<file path="src/rtl/axi_arb_pkg.sv">
// axi_arb_pkg: shared state encoding, AXI constants and default widths
// for the two-to-one AXI4 read-channel arbiter.
package axi_arb_pkg;

  // Arbiter FSM: waiting for a request, presenting AR downstream, streaming R
  typedef enum logic [1:0] {
    IDLE = 2'd0,
    ADDR = 2'd1,
    DATA = 2'd2
  } arb_state_t;

  // AXI response codes
  localparam logic [1:0] AXI_RESP_OKAY   = 2'b00;
  localparam logic [1:0] AXI_RESP_EXOKAY = 2'b01;
  localparam logic [1:0] AXI_RESP_SLVERR = 2'b10;
  localparam logic [1:0] AXI_RESP_DECERR = 2'b11;

  // AXI burst types
  localparam logic [1:0] AXI_BURST_FIXED = 2'b00;
  localparam logic [1:0] AXI_BURST_INCR  = 2'b01;
  localparam logic [1:0] AXI_BURST_WRAP  = 2'b10;

  // Default parameter values for axi_rd_arbiter
  localparam int AXI_RD_ARB_DATA_WIDTH = 32;
  localparam int AXI_RD_ARB_ADDR_WIDTH = 16;
  localparam int AXI_RD_ARB_ID_WIDTH   = 8;

endpackage

</file>
<file path="src/rtl/rr_arbiter_2.sv">
// rr_arbiter_2: combinational two-requester round-robin picker.
// On a conflict the requester that did not win last time is chosen;
// a lone requester always wins. No request gives gnt = 2'b00.
module rr_arbiter_2 (
  input  logic [1:0] req,
  input  logic       last_grant,
  output logic [1:0] gnt,
  output logic       grant
);

  // Pick the winner from the current requests and the previous grant
  always_comb begin
    gnt   = 2'b00;
    grant = last_grant;
    case (req)
      2'b01: begin
        gnt   = 2'b01;
        grant = 1'b0;
      end
      2'b10: begin
        gnt   = 2'b10;
        grant = 1'b1;
      end
      2'b11: begin
        if (last_grant) begin
          gnt   = 2'b01;
          grant = 1'b0;
        end else begin
          gnt   = 2'b10;
          grant = 1'b1;
        end
      end
      default: begin
        gnt   = 2'b00;
        grant = last_grant;
      end
    endcase
  end

endmodule

</file>
<file path="src/rtl/axi_rd_arbiter.sv">
// axi_rd_arbiter: shares one AXI4 read port between the instruction-fetch
// master (s0) and the data-load master (s1). One whole burst is granted at a
// time in round-robin order; the R channel is a combinational pass-through to
// the granted master until the rlast handshake.
// Optional feature macro: AXI_RD_ARB_ID_TAG_EN -- widens the downstream ID by
// one bit carrying the grant, routes R beats by that tag and adds the sticky
// tag_mismatch debug flag.
module axi_rd_arbiter
  import axi_arb_pkg::*;
#(
  parameter int DATA_WIDTH = AXI_RD_ARB_DATA_WIDTH,
  parameter int ADDR_WIDTH = AXI_RD_ARB_ADDR_WIDTH,
  parameter int ID_WIDTH   = AXI_RD_ARB_ID_WIDTH
) (
  input  logic                  clk,
  input  logic                  rst,
`ifdef AXI_RD_ARB_ID_TAG_EN
  output logic                  tag_mismatch,
`endif

  // upstream port 0 (instruction fetch)
  input  logic [ID_WIDTH-1:0]   s0_axi_arid,
  input  logic [ADDR_WIDTH-1:0] s0_axi_araddr,
  input  logic [7:0]            s0_axi_arlen,
  input  logic [2:0]            s0_axi_arsize,
  input  logic [1:0]            s0_axi_arburst,
  input  logic                  s0_axi_arvalid,
  output logic                  s0_axi_arready,
  output logic [ID_WIDTH-1:0]   s0_axi_rid,
  output logic [DATA_WIDTH-1:0] s0_axi_rdata,
  output logic [1:0]            s0_axi_rresp,
  output logic                  s0_axi_rlast,
  output logic                  s0_axi_rvalid,
  input  logic                  s0_axi_rready,

  // upstream port 1 (data load)
  input  logic [ID_WIDTH-1:0]   s1_axi_arid,
  input  logic [ADDR_WIDTH-1:0] s1_axi_araddr,
  input  logic [7:0]            s1_axi_arlen,
  input  logic [2:0]            s1_axi_arsize,
  input  logic [1:0]            s1_axi_arburst,
  input  logic                  s1_axi_arvalid,
  output logic                  s1_axi_arready,
  output logic [ID_WIDTH-1:0]   s1_axi_rid,
  output logic [DATA_WIDTH-1:0] s1_axi_rdata,
  output logic [1:0]            s1_axi_rresp,
  output logic                  s1_axi_rlast,
  output logic                  s1_axi_rvalid,
  input  logic                  s1_axi_rready,

  // downstream port to the AXI RAM
`ifdef AXI_RD_ARB_ID_TAG_EN
  output logic [ID_WIDTH:0]     m_axi_arid,
`else
  output logic [ID_WIDTH-1:0]   m_axi_arid,
`endif
  output logic [ADDR_WIDTH-1:0] m_axi_araddr,
  output logic [7:0]            m_axi_arlen,
  output logic [2:0]            m_axi_arsize,
  output logic [1:0]            m_axi_arburst,
  output logic                  m_axi_arvalid,
  input  logic                  m_axi_arready,
`ifdef AXI_RD_ARB_ID_TAG_EN
  input  logic [ID_WIDTH:0]     m_axi_rid,
`else
  input  logic [ID_WIDTH-1:0]   m_axi_rid,
`endif
  input  logic [DATA_WIDTH-1:0] m_axi_rdata,
  input  logic [1:0]            m_axi_rresp,
  input  logic                  m_axi_rlast,
  input  logic                  m_axi_rvalid,
  output logic                  m_axi_rready
);

  arb_state_t state;
  arb_state_t state_next;

  // grant owns the current burst; last_grant steers the next conflict
  logic grant;
  logic last_grant;

  // captured copy of the granted AR request
  logic [ID_WIDTH-1:0]   ar_id;
  logic [ADDR_WIDTH-1:0] ar_addr;
  logic [7:0]            ar_len;
  logic [2:0]            ar_size;
  logic [1:0]            ar_burst;

  logic [1:0] arb_gnt;
  logic       arb_idx;
  logic       ar_take;
  logic       in_data;
  logic       route;
  logic       r_done;

  rr_arbiter_2 u_rr_arbiter_2 (
    .req        ({s1_axi_arvalid, s0_axi_arvalid}),
    .last_grant (last_grant),
    .gnt        (arb_gnt),
    .grant      (arb_idx)
  );

  assign in_data = (state == DATA);
  assign r_done  = in_data && m_axi_rvalid && m_axi_rready && m_axi_rlast;

`ifdef AXI_RD_ARB_ID_TAG_EN
  assign route      = m_axi_rid[ID_WIDTH];
  assign m_axi_arid = {grant, ar_id};
`else
  assign route      = grant;
  assign m_axi_arid = ar_id;
`endif

  assign m_axi_araddr  = ar_addr;
  assign m_axi_arlen   = ar_len;
  assign m_axi_arsize  = ar_size;
  assign m_axi_arburst = ar_burst;

  // R payload fans out to both masters; only rvalid qualifies it
  assign s0_axi_rid   = m_axi_rid[ID_WIDTH-1:0];
  assign s0_axi_rdata = m_axi_rdata;
  assign s0_axi_rresp = m_axi_rresp;
  assign s0_axi_rlast = m_axi_rlast;
  assign s1_axi_rid   = m_axi_rid[ID_WIDTH-1:0];
  assign s1_axi_rdata = m_axi_rdata;
  assign s1_axi_rresp = m_axi_rresp;
  assign s1_axi_rlast = m_axi_rlast;

  // State register
  always_ff @(posedge clk) begin
    if (rst) begin
      state <= IDLE;
    end else begin
      state <= state_next;
    end
  end

  // Next-state logic, upstream arready and downstream arvalid
  always_comb begin
    state_next     = state;
    s0_axi_arready = 1'b0;
    s1_axi_arready = 1'b0;
    m_axi_arvalid  = 1'b0;
    ar_take        = 1'b0;
    case (state)
      IDLE: begin
        s0_axi_arready = arb_gnt[0];
        s1_axi_arready = arb_gnt[1];
        ar_take        = |arb_gnt;
        if (ar_take) begin
          state_next = ADDR;
        end
      end
      ADDR: begin
        m_axi_arvalid = 1'b1;
        if (m_axi_arready) begin
          state_next = DATA;
        end
      end
      DATA: begin
        if (r_done) begin
          state_next = IDLE;
        end
      end
      default: begin
        state_next = IDLE;
      end
    endcase
  end

  // Capture the granted request and remember who won it
  always_ff @(posedge clk) begin
    if (rst) begin
      grant      <= 1'b0;
      last_grant <= 1'b1;
      ar_id      <= '0;
      ar_addr    <= '0;
      ar_len     <= '0;
      ar_size    <= '0;
      ar_burst   <= '0;
    end else if (ar_take) begin
      grant      <= arb_idx;
      last_grant <= arb_idx;
      if (arb_idx) begin
        ar_id    <= s1_axi_arid;
        ar_addr  <= s1_axi_araddr;
        ar_len   <= s1_axi_arlen;
        ar_size  <= s1_axi_arsize;
        ar_burst <= s1_axi_arburst;
      end else begin
        ar_id    <= s0_axi_arid;
        ar_addr  <= s0_axi_araddr;
        ar_len   <= s0_axi_arlen;
        ar_size  <= s0_axi_arsize;
        ar_burst <= s0_axi_arburst;
      end
    end
  end

  // Steer R handshakes to the burst owner; nothing is accepted outside DATA
  always_comb begin
    s0_axi_rvalid = in_data && m_axi_rvalid && !route;
    s1_axi_rvalid = in_data && m_axi_rvalid && route;
    m_axi_rready  = in_data && (route ? s1_axi_rready : s0_axi_rready);
  end

`ifdef AXI_RD_ARB_ID_TAG_EN
  // Sticky flag: a beat came back tagged for the master not holding the grant
  always_ff @(posedge clk) begin
    if (rst) begin
      tag_mismatch <= 1'b0;
    end else if (in_data && m_axi_rvalid && (m_axi_rid[ID_WIDTH] != grant)) begin
      tag_mismatch <= 1'b1;
    end
  end
`endif

endmodule
</file>
<file path="config.mk">
export PLATFORM = sky130hd
export DESIGN_NAME = axi_rd_arbiter
export DESIGN_NICKNAME = d
export VERILOG_FILES = /design/src/rtl/axi_arb_pkg.sv /design/src/rtl/rr_arbiter_2.sv /design/src/rtl/axi_rd_arbiter.sv
export SDC_FILE = /design/constraint.sdc
export NUM_CORES = 1
export LEC_CHECK = 0
export BUFFER_PORTS_ARGS = -buffer_cell sky130_fd_sc_hd__buf_4
export CAP_MARGIN = 40
export CORE_ASPECT_RATIO = 1.5
export CORE_UTILIZATION = 24
export CTS_CLUSTER_DIAMETER = 80
export DETAILED_ROUTE_END_ITERATION = 10
export GPL_TIMING_DRIVEN = 0
export SLEW_MARGIN = 20
export SYNTH_ARGS = -nofsm -noshare
export SYNTH_HDL_FRONTEND = slang
export SYNTH_SLANG_ARGS = --single-unit
</file>
<file path="constraint.sdc">
create_clock -name clk -period 2.75 [get_ports clk]
set_input_delay 0.1375 -clock clk [delete_from_list [all_inputs] [get_ports clk]]
set_output_delay 0.1375 -clock clk [all_outputs]
set_load 0.01 [all_outputs]
</file>
### Word level (Yosys, flattened, before mapping)

Cells that the tools add are included.

* logic and storage cells: 44
* register bits: 41

* multiplexer cells: 18
* equality and inequality tests: 8
* reductions and logical operators: 10

Operator list (number)
* $mux W16: 1
* $mux W8: 2
* $pmux W2 S3: 2
* $mux W2: 5
* $eq A2 B2 Y1 const B: 3
* $logic_and A1 B1 Y1: 6
* $mux W1: 6
* $eq A2 B1 Y1 const B: 2
* $ne A2 B2 Y1 const B: 2
* $mux W3: 1
* $pmux W1 S3: 1
* $reduce_and A3 Y1: 1
* $logic_not A2 Y1: 1
* $ne A2 B1 Y1 const B: 1
* $reduce_or A2 Y1: 1
* $logic_not A1 Y1: 1

### Longest topological paths before layout

* word-level depth: 6
* gate-level depth with buffers: 6

### Modules after synthesis

Synthesis repeated with hierarchy kept, for this count alone.

* cell total of the unflattened synthesis: 289
* area, all modules: 2610.0 um^2

By module, submodules not included
* axi_rd_arbiter: seq. area each 820.8 um^2, area each 2581.2 um^2, cells an instance 284, times used 1
* rr_arbiter_2: seq. area each 0.0 um^2, area each 28.8 um^2, cells an instance 5, times used 1

### Worst setup path before layout

No wires, ideal clock.

* path type: reg-to-reg
* from: register last_grant
* to: register ar_addr[0] (netlist: m_axi_araddr[0])
* clock period less this slack: 1298 ps
* path slack: 1452 ps
* stages on the path, launching flop included: 6
* data required time: 2661 ps
* buffers on the path: 2
* data arrival time: 1209 ps
* path through: dfxtp_1 -> and2_1 -> buf_4 -> clkbuf_1 -> o21ai_0 -> a311oi_2

* longest elaborated chain between the ends: 4

RTL lines
* start, declared: line axi_rd_arbiter.sv:80 `logic last_grant;`
* start signal, assigned: line axi_rd_arbiter.sv:183 `last_grant <= arb_idx;`
* $mux W2: line rr_arbiter_2.sv:25 `if (last_grant) begin`
* $pmux W2 S3: line rr_arbiter_2.sv:15 `case (req)`
* $reduce_or A2 Y1: line axi_rd_arbiter.sv:149 `ar_take = |arb_gnt;`
* $mux W1: line axi_rd_arbiter.sv:145 `case (state)`
* end signal, assigned: line axi_rd_arbiter.sv:186 `ar_addr <= s1_axi_araddr;`
* end signal, assigned: line axi_rd_arbiter.sv:192 `ar_addr <= s0_axi_araddr;`
* end, declared: line axi_rd_arbiter.sv:84 `logic [ADDR_WIDTH-1:0] ar_addr;`

Parallel ways exist; a longest one is shown, timed or not.
A chain may end at the register's enable or synchronous reset.

### Worst setup path in the final report

* from: register last_grant
* to: output s0_axi_arready

* longest elaborated chain between the ends: 3

RTL lines
* $mux W2: line rr_arbiter_2.sv:25
* $pmux W2 S3: line rr_arbiter_2.sv:15
* $mux W1: line axi_rd_arbiter.sv:145
* end, declared: line axi_rd_arbiter.sv:28 `output logic s0_axi_arready,`

Every way passes these cells.

==> run metrics <==
hold crit path type=input pin to register; Detailed Route Iter0 Violations=between 60 and 70; vias after detailed routing=between 3000 and 4000; initial cell density of the core=between 20 and 25%; initial antenna violation count=0; maximum frequency from static timing analysis=around 0.53 GHz; count of max-cap constraint violations=0; I/O pins=between 200 and 300; warning count from the yosys run=0; H-tree levels=2; worst clock skew=0.00229 ns; CP Class=register to primary output; die height=~140 µm; critical-path cell list=nand2_1 > buf_2 > buf_1 > a21oi_1 > buf_4; count of standard-cell rows=48; post-synthesis cell count=approximately 330; total power draw=2.21 mW; Mapped Area=2850 µm²; number of iterations in the first detailed-routing pass=4; critical path launch point type=register; setup slack at placement=~1.1 ns; Min-Delay Path Depth=3; largest net degree at the start of global routing=13; Seq/Total Area, Yosys=between 20% and 30%; CTS tree=built; launch point of the worst hold path=m_axi_arready; net total in the final layout=a little under 700; first-pass GRT wire length=around 17000 µm; CP max stage cell=buf_1; Syn Area/Cell=8.57 µm²; GR Util All Layers=17.8%; run status=complete, no violations; global route overflow=0; Primary FF master, synth=dfxtp_1; total leakage power=2.24 nW; arrival time of the worst setup path=about 1.7 ns; r2r endpoint=m_axi_arburst[1]; Critical Path RT=2.61 ns; post-cts hold buffer count=0; total negative slack=0 ns; clock sinks=41; maximum fanout encountered on the critical timing path=10; max-slew headroom at the worst pin=between 40% and 50%; Clock Root Buffer=clkbuf_16; count of unique library cells instantiated by Yosys=23; last weighted congestion value of the routability-driven placer=between 0.8 and 0.9; post-layout min period=~1.9 ns; wire length per cell=16.4 µm; area grow syn2layout=66.9%; number of routed nets with antenna violations=0; overall die area=approximately 12000 µm²; insertion delay of the later-clocked pin in the worst-skew pair=approximately 0.28 ns; core outline area=11500 µm²; Routed Wire Length=~12000 µm; CTS Buf Count=5; # Post-CTS Setup Buffers=0; internal reg-to-reg setup slack=between 1 and 1.5 ns; number of storage elements in the synthesis netlist=41; IO Port Bufs=between 200 and 250; Reg2Reg Launch Point=state[1]; max-slew violations=0; FF-to-FF path depth=5; post-cts resize count=0; vias in the first global route=between 3000 and 4000; # diodes=0; unrepaired setup endpoints after global routing=false; critical path's largest stage delay=roughly 0.44 ns; end point of the worst hold path=state[1]; clock slew at the register clock pins of the worst setup and hold paths=0.06 ns; post-synth net total=458; number of synthesized flops with an enable pin=0; number of remaining DRC errors=0; width of the die=about 91 µm; crit path capture type=primary output; DP HPWL=9310 µm; fraction of registers with async set or reset after synthesis=0%; portion of the clock cycle consumed by the worst path in the final layout=approximately two thirds; vias per inst=approximately 4.6; maximum vdd drop=between 200 and 250 µV; pin slew with the least headroom to its limit=about 0.78 ns; final-report setup violation count=0; least setup slack across all paths after layout=around 0.9 ns; share of layout cells above drive strength 1=63.6%; Bufs on Longest Clock Path=2; pwr dens=between 400 and 500 nW/µm²; Final Hold Violating Endpoints=0
==> registers in the layout, summed over array words and instances (netlist names) <==
register       count
m_axi_araddr      16
m_axi_arid         8
m_axi_arlen        8
m_axi_arsize       3
m_axi_arburst      2
state              2
grant              1
last_grant         1
==> worst max path at each step <==
stage                                  end  startpoint  cells past startpoint  slack (ns)
after floorplan            m_axi_araddr[0]  last_grant                      5        1.45
after global placement    m_axi_arburst[1]    state[1]                      5        1.09
after detailed placement    m_axi_arlen[7]    state[1]                      5        1.08
after CTS                   s0_axi_arready  last_grant                      5        0.88
after global routing        s0_axi_arready  last_grant                      5        0.70
final                       s0_axi_arready  last_grant                      5        0.88
==> logic make-up after synthesis <==
kind of cell | Yosys count | share of synthesized area, %
mux | 1 | 0.351
buf+inv | 118 | 28.5
compound gates | 118 | 32.5
flops | 41 | 28.8
simple gates | 55 | 9.82
==> placed cells by master (no fill, tap or decap) <==
master       n
dfxtp_1     41
nor2_2       1
nand2_1      5
mux2i_1      1
a211o_1      1
clkinv_2     2
a311oi_2    30
nor2_1       2
o21ba_2      1
and2_1       2
buf_1        2
or2_1        2
nand3_1     37
o21ai_0     38
buf_4      299
a21oi_1     40
a21boi_0     1
and3_1       2
a311oi_1     7
clkbuf_1    16
clkbuf_16    5
buf_6        4
buf_2        9
nor2b_1      3
nand2b_1     1
==> Yosys cell counts (2+ instances only) <==
library cell | number | area (µm²)
a21oi_1 | 40 | 200
and2_1 | 2 | 12.5
or2_1 | 2 | 12.5
clkbuf_1 | 15 | 56.3
buf_6 | 4 | 45.0
buf_2 | 9 | 45.0
a311oi_2 | 30 | 450
nor2_1 | 2 | 7.51
nand2_1 | 5 | 18.8
buf_4 | 88 | 661
a311oi_1 | 7 | 61.3
buf_1 | 2 | 7.51
nand3_1 | 37 | 185
o21ai_0 | 38 | 190
nor2b_1 | 3 | 18.8
and3_1 | 2 | 12.5
dfxtp_1 | 41 | 821
==> layer usage <==
metal	GRT usage [%]	wire length (µm)	vias up
li1	-	-	1557
met5	0	0	-
met1	19.6	4290	1476
met2	33.0	6050	178
met3	4.83	1030	11
met4	5.20	164	0
==> power breakdown <==
| part | total [mW] | internal [mW] | switching [mW] |
|---|---|---|---|
| clock network | 0.577 | 0.334 | 0.244 |
| logic | 0.910 | 0.480 | 0.430 |
| registers | 0.725 | 0.675 | 0.0500 |
==> worst max-delay path, delay by kind of cell, from the launching register on <==
family	cells	cell delay, ns
buffers and inverters	3	0.85
AND/OR/NAND/NOR	1	0.11
flip-flops	1	0.34
AO/OA/AOI/OAI	1	0.13
==> final cells by class <==
cell class	instances	area (µm²)
flip-flops and latches	41	821
plain buffers	118	815
well taps	150	188
clock inverters	2	10.0
fillers	1223	6770
multi-input cells	174	1220
repair buffers	211	1580
clock buffers	6	129
==> metrics by stage <==
stage / utilization, % / std cells / area, µm² / hold slack (ns)
after floorplan: - / 333 / 2850 / 0.274
after global placement: 40.1 / 694 / 4630 / 0.404
after detailed placement: 40.1 / 694 / 4630 / 0.421
after CTS: 41.3 / 702 / 4760 / 0.116
after global routing: 41.3 / 702 / 4760 / 0.129
final: 41.3 / 702 / 4760 / 0.122
(Power assumes the default switching activity.)
